==> src/rtl/vppm_slicer_demod.sv <==
// ---------------------------------------------------------------------------
// vppm_slicer_demod
//
// Purpose: slices the filtered signed VPPM sample stream into light/dark
// levels, locks symbol timing on the first rising edge, and decides each
// VPPM bit by comparing the high-sample counts of the two symbol halves.
// Produces one bit per symbol with a valid strobe, a duty estimate and
// lock / loss-of-signal status.
//
// Configuration macro: VPPM_HYST_EN
//   defined   -> hysteresis slicer (set at >= THR_HI, clear at < THR_LO)
//   undefined -> single threshold slicer (>= THR_HI), THR_LO unused
//
// Ports:
//   clk          in   system clock, rising edge
//   rst_n        in   asynchronous active-low reset
//   sample_in    in   signed filtered sample (NBITS1 bits)
//   sample_valid in   one-cycle strobe, sample_in is new
//   bit_out      out  decoded bit, held until the next bit_valid
//   bit_valid    out  one-cycle strobe, bit_out/duty updated
//   duty         out  high-sample count of the last symbol (NBCNT bits)
//   sym_err      out  one-cycle strobe with bit_valid when halves tie
//   locked       out  high while tracking symbols
//   los          out  one-cycle strobe when lock is dropped
// ---------------------------------------------------------------------------
module vppm_slicer_demod #(
  parameter int NBITS1   = 16,
  parameter int SYM_LEN  = 32,
  parameter int NBCNT    = 6,
  parameter int THR_HI   = 2000,
  parameter int THR_LO   = 1000,
  parameter int LOS_SYMS = 4
) (
  input  logic              clk,
  input  logic              rst_n,
  input  logic [NBITS1-1:0] sample_in,
  input  logic              sample_valid,
  output logic              bit_out,
  output logic              bit_valid,
  output logic [NBCNT-1:0]  duty,
  output logic              sym_err,
  output logic              locked,
  output logic              los
);

  localparam logic [NBCNT-1:0]         LAST_IDX = NBCNT'(SYM_LEN - 1);
  localparam logic [NBCNT-1:0]         HALF_IDX = NBCNT'(SYM_LEN / 2);
  localparam logic [NBCNT-1:0]         FULL_CNT = NBCNT'(SYM_LEN);
  localparam logic [3:0]               LOS_LIM  = 4'(LOS_SYMS);
  localparam logic signed [NBITS1-1:0] THR_HI_S = NBITS1'(THR_HI);
`ifdef VPPM_HYST_EN
  localparam logic signed [NBITS1-1:0] THR_LO_S = NBITS1'(THR_LO);
`endif

  // Reject parameter sets the counters cannot represent.
  if ((SYM_LEN % 2) != 0 || SYM_LEN < 4 || SYM_LEN > 63 ||
      (2 ** NBCNT) <= SYM_LEN || THR_LO > THR_HI ||
      LOS_SYMS < 1 || LOS_SYMS > 15) begin : g_param_check
    $error("vppm_slicer_demod: illegal parameter set");
  end

  typedef enum logic {HUNT, TRACK} state_t;

  state_t             state_q, state_d;
  logic               sliced_q, sliced_d;
  logic [NBCNT-1:0]   idx_q, idx_d;
  logic [NBCNT-1:0]   h1_q, h1_d;
  logic [NBCNT-1:0]   h2_q, h2_d;
  logic [3:0]         los_cnt_q, los_cnt_d;
  logic               bit_out_q, bit_out_d;
  logic               bit_valid_q, bit_valid_d;
  logic [NBCNT-1:0]   duty_q, duty_d;
  logic               sym_err_q, sym_err_d;
  logic               los_q, los_d;

  logic signed [NBITS1-1:0] sample_s;
  logic [NBCNT-1:0]   h1_acc, h2_acc, sym_duty;
  logic [3:0]         flat_cnt;

  assign sample_s = $signed(sample_in);

  // Slicer. sliced_q always holds the previous sample's level, which is
  // exactly what the rising-edge detector in HUNT needs.
  always_comb begin
    sliced_d = sliced_q;
    if (sample_valid) begin
`ifdef VPPM_HYST_EN
      if (sample_s >= THR_HI_S) begin
        sliced_d = 1'b1;
      end else if (sample_s < THR_LO_S) begin
        sliced_d = 1'b0;
      end
`else
      sliced_d = (sample_s >= THR_HI_S);
`endif
    end
  end

  // Symbol counters, including the current sample, so the final sample of a
  // symbol is already part of the decision.
  always_comb begin
    h1_acc = h1_q;
    h2_acc = h2_q;
    if (idx_q < HALF_IDX) begin
      h1_acc = h1_q + NBCNT'(sliced_d);
    end else begin
      h2_acc = h2_q + NBCNT'(sliced_d);
    end
    sym_duty = h1_acc + h2_acc;
    flat_cnt = ((sym_duty == '0) || (sym_duty == FULL_CNT)) ? los_cnt_q + 4'd1 : 4'd0;
  end

  // Next-state logic. Strobes default low; everything else holds unless a
  // valid sample arrives.
  always_comb begin
    state_d     = state_q;
    idx_d       = idx_q;
    h1_d        = h1_q;
    h2_d        = h2_q;
    los_cnt_d   = los_cnt_q;
    bit_out_d   = bit_out_q;
    duty_d      = duty_q;
    bit_valid_d = 1'b0;
    sym_err_d   = 1'b0;
    los_d       = 1'b0;
    if (sample_valid) begin
      unique case (state_q)
        HUNT: begin
          // The rising-edge sample becomes index 0 of the first symbol.
          if (sliced_d && !sliced_q) begin
            state_d = TRACK;
            idx_d   = NBCNT'(1);
            h1_d    = NBCNT'(1);
            h2_d    = '0;
          end
        end
        TRACK: begin
          if (idx_q == LAST_IDX) begin
            idx_d       = '0;
            h1_d        = '0;
            h2_d        = '0;
            bit_valid_d = 1'b1;
            bit_out_d   = (h2_acc > h1_acc);
            sym_err_d   = (h2_acc == h1_acc);
            duty_d      = sym_duty;
            los_cnt_d   = flat_cnt;
            if (flat_cnt == LOS_LIM) begin
              los_d     = 1'b1;
              los_cnt_d = '0;
              state_d   = HUNT;
            end
          end else begin
            idx_d = idx_q + NBCNT'(1);
            h1_d  = h1_acc;
            h2_d  = h2_acc;
          end
        end
        default: state_d = HUNT;
      endcase
    end
  end

  always_ff @(posedge clk or negedge rst_n) begin
    if (!rst_n) begin
      state_q     <= HUNT;
      sliced_q    <= 1'b0;
      idx_q       <= '0;
      h1_q        <= '0;
      h2_q        <= '0;
      los_cnt_q   <= '0;
      bit_out_q   <= 1'b0;
      bit_valid_q <= 1'b0;
      duty_q      <= '0;
      sym_err_q   <= 1'b0;
      los_q       <= 1'b0;
    end else begin
      state_q     <= state_d;
      sliced_q    <= sliced_d;
      idx_q       <= idx_d;
      h1_q        <= h1_d;
      h2_q        <= h2_d;
      los_cnt_q   <= los_cnt_d;
      bit_out_q   <= bit_out_d;
      bit_valid_q <= bit_valid_d;
      duty_q      <= duty_d;
      sym_err_q   <= sym_err_d;
      los_q       <= los_d;
    end
  end

  assign bit_out   = bit_out_q;
  assign bit_valid = bit_valid_q;
  assign duty      = duty_q;
  assign sym_err   = sym_err_q;
  assign los       = los_q;
  assign locked    = (state_q == TRACK);

endmodule
==> config.mk <==
export PLATFORM = sky130hd
export DESIGN_NAME = vppm_slicer_demod
export DESIGN_NICKNAME = d
export VERILOG_FILES = /design/src/rtl/vppm_slicer_demod.sv
export SDC_FILE = /design/constraint.sdc
export NUM_CORES = 1
export LEC_CHECK = 0
export CORE_MARGIN = 2
export CORE_UTILIZATION = 59
export DETAILED_ROUTE_END_ITERATION = 8
export MAX_ROUTING_LAYER = met4
export PLACE_DENSITY = 0.95
export SLEW_MARGIN = 20
export SYNTH_ARGS = -nofsm -noshare
export SYNTH_HDL_FRONTEND = slang
export SYNTH_SLANG_ARGS = --single-unit
export TNS_END_PERCENT = 10
==> constraint.sdc <==
create_clock -name clk -period 9.1 [get_ports clk]
set_input_delay 1.82 -clock clk [delete_from_list [all_inputs] [get_ports clk]]
set_output_delay 1.82 -clock clk [all_outputs]
set_load 0.05 [all_outputs]
After elaboration in Yosys (flattened, before gate mapping)
Cells that the tools add are included.

Add/subtract/negate cells: 5. Magnitude comparators: 3. Equality and inequality tests: 5. Multiplexer cells: 27. Bitwise logic cells: 1. Reduce and logical (&&, ||, !) cells: 6.

Operators by type and width (count): $mux W6 (7); $pmux W6 S2 (3); $ge A16 B12 Y1 const B (1); $mux W1 (14); $add A6 B1 Y6 (2); $mux W4 (2); $add A6 B1 Y6 const B (1); $add A6 B6 Y6 (1); $eq A6 B5 Y1 const B (1); $eq A6 B6 Y1 (1); $eq A6 B6 Y1 const B (1); $gt A6 B6 Y1 (1); $logic_not A6 Y1 (1); $lt A6 B5 Y1 const B (1); $add A4 B1 Y4 const B (1); $eq A4 B3 Y1 const B (1); $reduce_and A3 Y1 (1); $ne A2 B2 Y1 const B (1); $pmux W1 S2 (1); $reduce_and A2 Y1 (1); $logic_and A1 B1 Y1 (1); $logic_not A1 Y1 (1); $logic_or A1 B1 Y1 (1); $not A1 Y1 (1).

Register bits after elaboration: 34. Input bits: 19.

Logic depth before layout (Yosys ltp)
Gate-level depths: netlist of the first run.

Depth in word-level cells: 13. Mapped depth: 15.

Least setup slack after synthesis of the first run
No wires, ideal clock.

Path type: input to register. Start point: input sample_in[11]. End point: register los_cnt_q[2]. Library setup time: 96 ps. Arrival: 4966 ps. Path slack: 4038 ps. Cell stages on the path: 15. Cell sequence: nor4_1 -> o21ai_0 -> nand3b_1 -> o21ai_0 -> ha_1 -> ha_1 -> mux2_2 -> ha_1 -> inv_1 -> ha_1 -> or3_1 -> a211o_1 -> a221oi_4 -> nand2_2 -> o32ai_2.

Cells in the longest elaborated chain, start to end: 10. Elaborated cells between the ends (all ways): 13. Classes of those cells: add/sub (3); order compare (1); eq/ne (2); mux (5); reduce/logical (2).

Ends and longest elaborated chain: from (decl) (RTL line 36) `input logic [NBITS1-1:0] sample_in,`; $ge A16 B12 Y1 * (RTL line 94) `sliced_d = (sample_s >= THR_HI_S);`; $mux W1 * (RTL line 86) `if (sample_valid) begin`; net sliced_d (RTL line 65) `logic sliced_q, sliced_d;`; $add A6 B1 Y6, on equally long branches (RTL line 105, 107); $mux W6 (RTL line 104) `if (idx_q < HALF_IDX) begin`; $add A6 B6 Y6 * (RTL line 109) `sym_duty = h1_acc + h2_acc;`; $eq A6 B6 Y1 / $logic_not A6 Y1 (equally long branches) (RTL line 110) `flat_cnt = ((sym_duty == '0) || (sym_duty == FULL_CNT)) ? los_cnt_q + 4'd1 : 4'd0;`; $logic_or A1 B1 Y1 * (RTL line 110); $mux W4 * (RTL line 110); $eq A4 B3 Y1 (RTL line 147) `if (flat_cnt == LOS_LIM) begin`; $mux W4 * (RTL line 147); to (signal assigned) (RTL line 182) `los_cnt_q <= los_cnt_d;`; to (decl) (RTL line 69) `logic [3:0] los_cnt_q, los_cnt_d;`.

Mark *: on every way through the listed nets, which the timed path passes. The rest lies on a longest branch. A chain may end at the register's enable or synchronous reset.

Worst setup path after layout of the first run
Start point: input sample_in[10]. End point: register los_cnt_q[2].

Same word-level chain as after synthesis.

==> out/results.tsv, run 1 <==
metric	value	unit
outcome	complete, no violations	
PortBufs	25	
Reg2Reg Launch Point	idx_q[4]	
detail-routed via count per cell	5.98	
full die area	4090	sq um
number of setup violations in the final report	0	
simple logic cell fraction of the synthesized area	0.187	
fraction of met1 tracks used by global routing	0.279	
part of the cycle the worst path needs	0.617	
Routed WL per cell	14.4	microns
number of max-cap violations	0	
num rows	21	
crit path launch type	input pin	
area of the core	3390	sq um
Critical Path End	los_cnt_q[2]	
critical register-to-register path endpoint	los_cnt_q[2]	
first-pass GRT wire length	7500	microns
Worst IR Drop VDD	0.147	mV
Reg2Reg Setup Slack	5.52	ns
Antenna Diode Count	0	
Synth Instances	226	
RSZ-0062 raised after global routing	no	
ports placed on the boundary	30	
EDFF count, synth	0	
area fraction in compound gates after synthesis	0.201	
library cell used as clock root buffer	sky130_fd_sc_hd__clkbuf_4	
DP Wirelength	3280	microns
area growth from synthesis to layout	16.2	%
antenna violations before repair	0	
overall via count from detail_route	1787	
clock-pin transition on the worst setup and hold timing paths	0.11	ns
proportion of synthesized flip-flops having asynchronous set or reset	1.00	
final critical delay including setup and external delays	5.62	ns
cell area after synthesis	2120	sq um
Resized Gates After CTS	0	
H-tree Lvls	2	
worst clock skew on the final layout	0.0161	ns
Setup WS pre-CTS	3.13	ns
distinct cell type count of the synthesized netlist	48	
combined area of the multi-input logic cells	1190	sq um
busiest grt layer	met2	
Net count, final	290	
cell leakage power	1.21	nW
xor/xnor cell area share of the yosys netlist	0.0412	
total of warnings raised by yosys	0	
power per unit of standard cell area	183	nW/um^2
kind of end point of the critical path	flip-flop	
total area of sequential cells	851	sq um
horizontal extent of the die	64.0	microns
die height	64.0	microns
DRT iter0 DRCs	91	
max frequency	0.178	GHz
arithmetic-cell share of the synthesized area counting full adders, half adders and majority gates	0.112	
mux share of post-synthesis cell area	0.0200	
data required time at the worst endpoint	9.35	ns
ys flop type	sky130_fd_sc_hd__dfrtp_1	
DRC violation count after routing	0	
hold bufs inserted after CTS	0	
number of fillers in the final layout	235	
most common cell after layout, fill and taps aside	sky130_fd_sc_hd__dfrtp_1	
vias in the first global route	1751	
CTS tree	done	
number of nets produced by synthesis	264	
length in cells of the worst reg-to-reg path	10	
pin count of the biggest net entering global routing	35	
data arrival time of the critical path	5.87	ns
weighted congestion reported at the end of routability-driven placement	0.862	
timing startpoint of the critical path	sample_in[10]	
fraction of final layout cells sized beyond drive strength 1	0.0830	
final hold violation count	0	
maximum clock insertion buffer count	2	
met3 global-route usage	0.0581	
clock insertion delay at the later pin of the skew report	0.34	ns
min setup slack post-route	3.48	ns
post-CTS setup repair buffer count	0	
remaining global-route overflow	0	
worst hold path depth	2	
slew at the pin with the worst max-slew slack	0.781	ns
global-route usage over all layers	0.240	
commonest non-fill, non-tap cells in the layout	sky130_fd_sc_hd__dfrtp_1 (34), sky130_fd_sc_hd__nand2_1 (26), sky130_fd_sc_hd__clkdlybuf4s50_1 (25)	
residual antenna-violating net count after detailed routing	0	
Max Slew Vio Count	0	
number of synthesized register bits	34	
Critical Setup Path Class	in -> reg	
critical-path maximum fanout	5	
dominant combinational cell family by area after synthesis	compound AO/OA/AOI/OAI gates	
Slew headroom	0.477	
router iterations before antenna repair	4	
mean cell area of the mapped netlist	9.40	sq um
post-detailed-routing wire length	4300	microns
Initial Util	0.626	
setup TNS after final layout	0	ns
portion of the post-synthesis area used by sequential elements	0.401	
number of clock buffers inserted by TritonCTS	5	
Clock Sink Count	34	
type of the worst min-delay path	reg -> reg	
met2 layer usage reported by global route	0.402	
==> worst min-delay path by stage <==
stage	from	to	slack [ns]
detailed placement	duty[4]	duty[4]	0.46
floorplan	idx_q[2]	idx_q[2]	0.46
global route	duty[4]	duty[4]	0.51
finish	duty[0]	duty[0]	0.48
CTS	duty[0]	duty[0]	0.49
global placement	duty[4]	duty[4]	0.46
==> stage by stage <==
step	std cells	total power (W)	hold slack, ns	utilization	instance area, sq um
after global routing	299	0.000484	0.514	0.728	2470
after global placement	291	0.000350	0.457	0.709	2400
after detailed placement	291	0.000361	0.461	0.709	2400
after floorplan	226	0.000314	0.465	-	2120
after CTS	299	0.000450	0.488	0.728	2470
final	299	0.000451	0.484	0.728	2470
==> registers in the layout, indices dropped and copies added (netlist names) <==
signal     flops
los            1
idx_q          6
sym_err        1
h1_q           6
bit_valid      1
h2_q           6
duty           6
bit_out        1
los_cnt_q      4
locked         1
sliced_q       1
==> cells in the mapped netlist, types with 3 or more instances <==
library cell | n | share of area
sky130_fd_sc_hd__inv_1 | 12 | 0.021
sky130_fd_sc_hd__nor2_1 | 13 | 0.023
sky130_fd_sc_hd__nor2b_1 | 4 | 0.012
sky130_fd_sc_hd__nor3_1 | 3 | 0.0071
sky130_fd_sc_hd__and3_1 | 6 | 0.018
sky130_fd_sc_hd__a22o_1 | 6 | 0.025
sky130_fd_sc_hd__xnor2_1 | 4 | 0.016
sky130_fd_sc_hd__nand4_1 | 3 | 0.0088
sky130_fd_sc_hd__or3_1 | 3 | 0.0088
sky130_fd_sc_hd__o21ai_0 | 24 | 0.057
sky130_fd_sc_hd__a21oi_1 | 6 | 0.014
sky130_fd_sc_hd__ha_1 | 19 | 0.11
sky130_fd_sc_hd__o31ai_1 | 4 | 0.014
sky130_fd_sc_hd__nand3_1 | 9 | 0.021
sky130_fd_sc_hd__o21bai_1 | 3 | 0.011
sky130_fd_sc_hd__dfrtp_1 | 34 | 0.40
sky130_fd_sc_hd__nand2_1 | 26 | 0.046
sky130_fd_sc_hd__xor2_1 | 6 | 0.025
sky130_fd_sc_hd__buf_2 | 3 | 0.0071
sky130_fd_sc_hd__a21o_1 | 4 | 0.014
==> cells by family (layout without fill, tap and decap cells) <==
| family | Yosys count | count (layout) |
|---|---|---|
| AOI/OAI and AO/OA | 61 | 61 |
| and+or+nand+nor | 79 | 79 |
| buffers and inverters | 19 | 46 |
| DFF | 34 | 34 |
| xor gates and xnor gates | 10 | 10 |
| adders and majority gates | 19 | 19 |
| muxes | 4 | 4 |
==> critical path, cell delays in order <==
cell and delay [ns]:
sky130_fd_sc_hd__clkdlybuf4s50_1 0.46, sky130_fd_sc_hd__nand4_1 0.09, sky130_fd_sc_hd__o21ai_0 0.43, sky130_fd_sc_hd__nand3b_1 0.14
sky130_fd_sc_hd__o21ai_0 0.17, sky130_fd_sc_hd__ha_1 0.27, sky130_fd_sc_hd__ha_1 0.24, sky130_fd_sc_hd__mux2_2 0.30
sky130_fd_sc_hd__ha_1 0.30, sky130_fd_sc_hd__inv_1 0.05, sky130_fd_sc_hd__ha_1 0.21, sky130_fd_sc_hd__or3_1 0.40
sky130_fd_sc_hd__a211o_1 0.33, sky130_fd_sc_hd__a221oi_4 0.31, sky130_fd_sc_hd__nand2_2 0.13, sky130_fd_sc_hd__o32ai_2 0.23
==> power breakdown <==
part / internal, W / switching, W
sequential: 0.000170 / 0.0000201
combinational: 0.0000738 / 0.0000965
clock: 0.0000371 / 0.0000529
total: 0.000281 / 0.000169
==> metal layers <==
layer	routed length (microns)	up-vias
met3	159	10
li1	-	866
met1	1840	870
met4	66	0
met2	2230	41
met5	0	-
==> final cells by class <==
type / count / share of cell area
tap: 46 / 0.0233
clock buffer: 6 / 0.0208
sequential: 34 / 0.345
timing repair buffer: 26 / 0.104
multi-input combinational: 173 / 0.483
inverter: 12 / 0.0183
clock inverter: 2 / 0.00507
(Power assumes the default switching activity.)
==> run 2: changes to the inputs <==
- CORE_UTILIZATION: 59 -> 49
- PLACE_DENSITY: 0.95 -> 0.87
- clock period: 9.1 -> 4.86 ns (I/O delays scaled with it)
==> run 2 against run 1 <==
  * Core utilization down 9.9 points
  * Clock skew down 0.0060 ns
  * Wire length up 2.3%
  * Largest cell class unchanged
  * Non-clock buffer count up 7
  * Design area up 4.2%
  * Combinational power up 97%
  * Die area up 19%
==> out/results.tsv, run 2 (same netlist as run 1, synthesis figures left out) <==
metric	value	unit	change
outcome	complete, no violations		unchanged
Clock Sink Count	34		unchanged
clock insertion delay at the later pin of the skew report	0.28	ns	was 0.34 ns
post-layout power	0.000949	W	was 0.000451 W
final hold violation count	0		unchanged
WL met2	2270	microns	was 2230 microns
Antenna Diode Count	0		unchanged
type of the worst min-delay path	reg -> reg		unchanged
residual antenna-violating net count after detailed routing	0		unchanged
PortBufs	25		unchanged
post-CTS setup repair buffer count	0		unchanged
area of the core	4090	sq um	was 3390 sq um
vias in the first global route	1759		was 1751
full die area	4880	sq um	was 4090 sq um
power per unit of standard cell area	369	nW/um^2	was 183 nW/um^2
WL met3	203	microns	was 159 microns
global-route usage over all layers	0.200		was 0.240
top routing layer used	met4		unchanged
first-pass GRT wire length	7720	microns	was 7500 microns
worst clock skew on the final layout	0.0101	ns	was 0.0161 ns
detail-routed via count per cell	5.69		was 5.98
fraction of final layout cells sized beyond drive strength 1	0.108		was 0.0830
worst hold path depth	2		unchanged
CTS tree	done		unchanged
Post-Route Hold Slack	0.477	ns	was 0.484 ns
length in cells of the worst reg-to-reg path	10		unchanged
area growth from synthesis to layout	21.0	%	was 16.2%
final critical delay including setup and external delays	4.51	ns	
met1 wire length	1900	microns	was 1840 microns
data arrival time of the critical path	4.70	ns	was 5.87 ns
clock-pin transition on the worst setup and hold timing paths	0.08	ns	was 0.11 ns
max frequency	0.222	GHz	
hold bufs inserted after CTS	0		unchanged
library cell used as clock root buffer	sky130_fd_sc_hd__clkbuf_8		was sky130_fd_sc_hd__clkbuf_4
ports placed on the boundary	30		unchanged
router iterations before antenna repair	4		unchanged
number of setup violations in the final report	0		unchanged
overall via count from detail_route	1765		was 1787
Reg2Reg Launch Point	idx_q[4]		unchanged
DRT iter0 DRCs	120		was 91
kind of end point of the critical path	flip-flop		unchanged
post-detailed-routing wire length	4400	microns	was 4300 microns
setup TNS after final layout	0	ns	unchanged
slew at the pin with the worst max-slew slack	0.771	ns	was 0.781 ns
number of max-cap violations	0		unchanged
critical register-to-register path endpoint	los_cnt_q[2]		unchanged
remaining global-route overflow	0		unchanged
part of the cycle the worst path needs	0.927		
commonest non-fill, non-tap cells in the layout	sky130_fd_sc_hd__dfrtp_1 (34), sky130_fd_sc_hd__nand2_1 (26), sky130_fd_sc_hd__clkdlybuf4s50_1 (25)		unchanged
die height	69.8	microns	was 64.0 microns
number of clock buffers inserted by TritonCTS	5		unchanged
Max Slew Vio Count	0		unchanged
critical-path maximum fanout	3		was 5
DRC violation count after routing	0		unchanged
weighted congestion reported at the end of routability-driven placement	0.790		was 0.862
num rows	23		was 21
Worst IR Drop VDD	0.229	mV	was 0.147 mV
Net count, final	297		was 290
startpoint of the lowest-slack hold path	duty[4]		was duty[0]
crit path launch type	input pin		unchanged
H-tree Lvls	2		unchanged
Reg2Reg Setup Slack	1.38	ns	was 5.52 ns
cell leakage power	1.27	nW	was 1.21 nW
maximum clock insertion buffer count	2		unchanged
DP Wirelength	3270	microns	was 3280 microns
horizontal extent of the die	69.8	microns	was 64.0 microns
Routed WL per cell	14.2	microns	was 14.4 microns
Hold Crit Endpoint	duty[4]		was duty[0]
most common cell after layout, fill and taps aside	sky130_fd_sc_hd__dfrtp_1		unchanged
RSZ-0062 raised after global routing	no		unchanged
Initial Util	0.520		was 0.626
Slew headroom	0.484		was 0.477
Resized Gates After CTS	0		unchanged
antenna violations before repair	0		unchanged
pin count of the biggest net entering global routing	35		unchanged
data required time at the worst endpoint	5.05	ns	was 9.35 ns
Critical Setup Path Class	in -> reg		unchanged
[run 2: changes by cell type in the layout (fill, tap and decap cells not counted)]
| cell | change |
|---|---|
| sky130_fd_sc_hd__clkbuf_8 | +4 |
| sky130_fd_sc_hd__clkinv_2 | +1 |
| sky130_fd_sc_hd__buf_4 | +7 |
| sky130_fd_sc_hd__clkbuf_4 | -5 |
| sky130_fd_sc_hd__clkinvlp_4 | -1 |
| sky130_fd_sc_hd__bufinv_16 | +1 |
[run 2: final cells by class]
| cell class | count | area (sq um) |
|---|---|---|
| multi-input combinational | 173 | 1190 |
| timing repair buffer | 33 | 310 |
| sequential | 34 | 851 |
| clock buffer | 5 | 68.8 |
| inverter | 12 | 45.0 |
| tap | 50 | 62.6 |
| fill | 340 | 1520 |
| clock inverter | 3 | 40.0 |
[run 2: worst max-delay path by stage]
stage                       start      endpoint  slack, ns  cells past startpoint
CTS                 sample_in[11]  los_cnt_q[2]       0.32                     16
detailed placement  sample_in[11]  los_cnt_q[2]       0.05                     16
global route        sample_in[11]  los_cnt_q[2]       0.11                     16
floorplan           sample_in[11]  los_cnt_q[2]       0.65                     15
finish              sample_in[11]  los_cnt_q[2]       0.35                     16
global placement    sample_in[11]  los_cnt_q[2]       0.10                     16
[run 2: report_power, final]
| group | total [W] | switching [W] | internal (W) |
|---|---|---|---|
| clock | 0.000257 | 0.000106 | 0.000151 |
| sequential | 0.000357 | 0.0000376 | 0.000319 |
| combinational | 0.000335 | 0.000180 | 0.000155 |
| total | 0.000949 | 0.000324 | 0.000626 |
[run 2: per-stage QoR]
stage,utilization,worst slack [ns],instance area (sq um),cells
6_report,0.629,0.353,2570,310
5_1_grt,0.629,0.109,2570,310
4_1_cts,0.629,0.322,2570,310
3_5_place_dp,0.602,0.0487,2460,302
3_3_place_gp,0.602,0.102,2460,302
2_1_floorplan,-,0.646,2120,226
[run 2: critical path, stage by stage]
cell and delay, ns:
sky130_fd_sc_hd__clkdlybuf4s50_1 0.40, sky130_fd_sc_hd__nor4_1 0.24, sky130_fd_sc_hd__o21ai_0 0.14, sky130_fd_sc_hd__nand3b_1 0.10
sky130_fd_sc_hd__o21ai_0 0.15, sky130_fd_sc_hd__ha_1 0.26, sky130_fd_sc_hd__ha_1 0.27, sky130_fd_sc_hd__mux2_2 0.30
sky130_fd_sc_hd__ha_1 0.30, sky130_fd_sc_hd__inv_1 0.04, sky130_fd_sc_hd__ha_1 0.21, sky130_fd_sc_hd__o211a_1 0.24
sky130_fd_sc_hd__or3_4 0.39, sky130_fd_sc_hd__a221oi_4 0.35, sky130_fd_sc_hd__nand2_2 0.12, sky130_fd_sc_hd__o32ai_2 0.21
[run 2: routing by layer]
layer	track usage	vias to the layer above
met5	-	-
met4	0.0556	0
met3	0.0523	4
met2	0.343	38
met1	0.231	846
li1	-	877
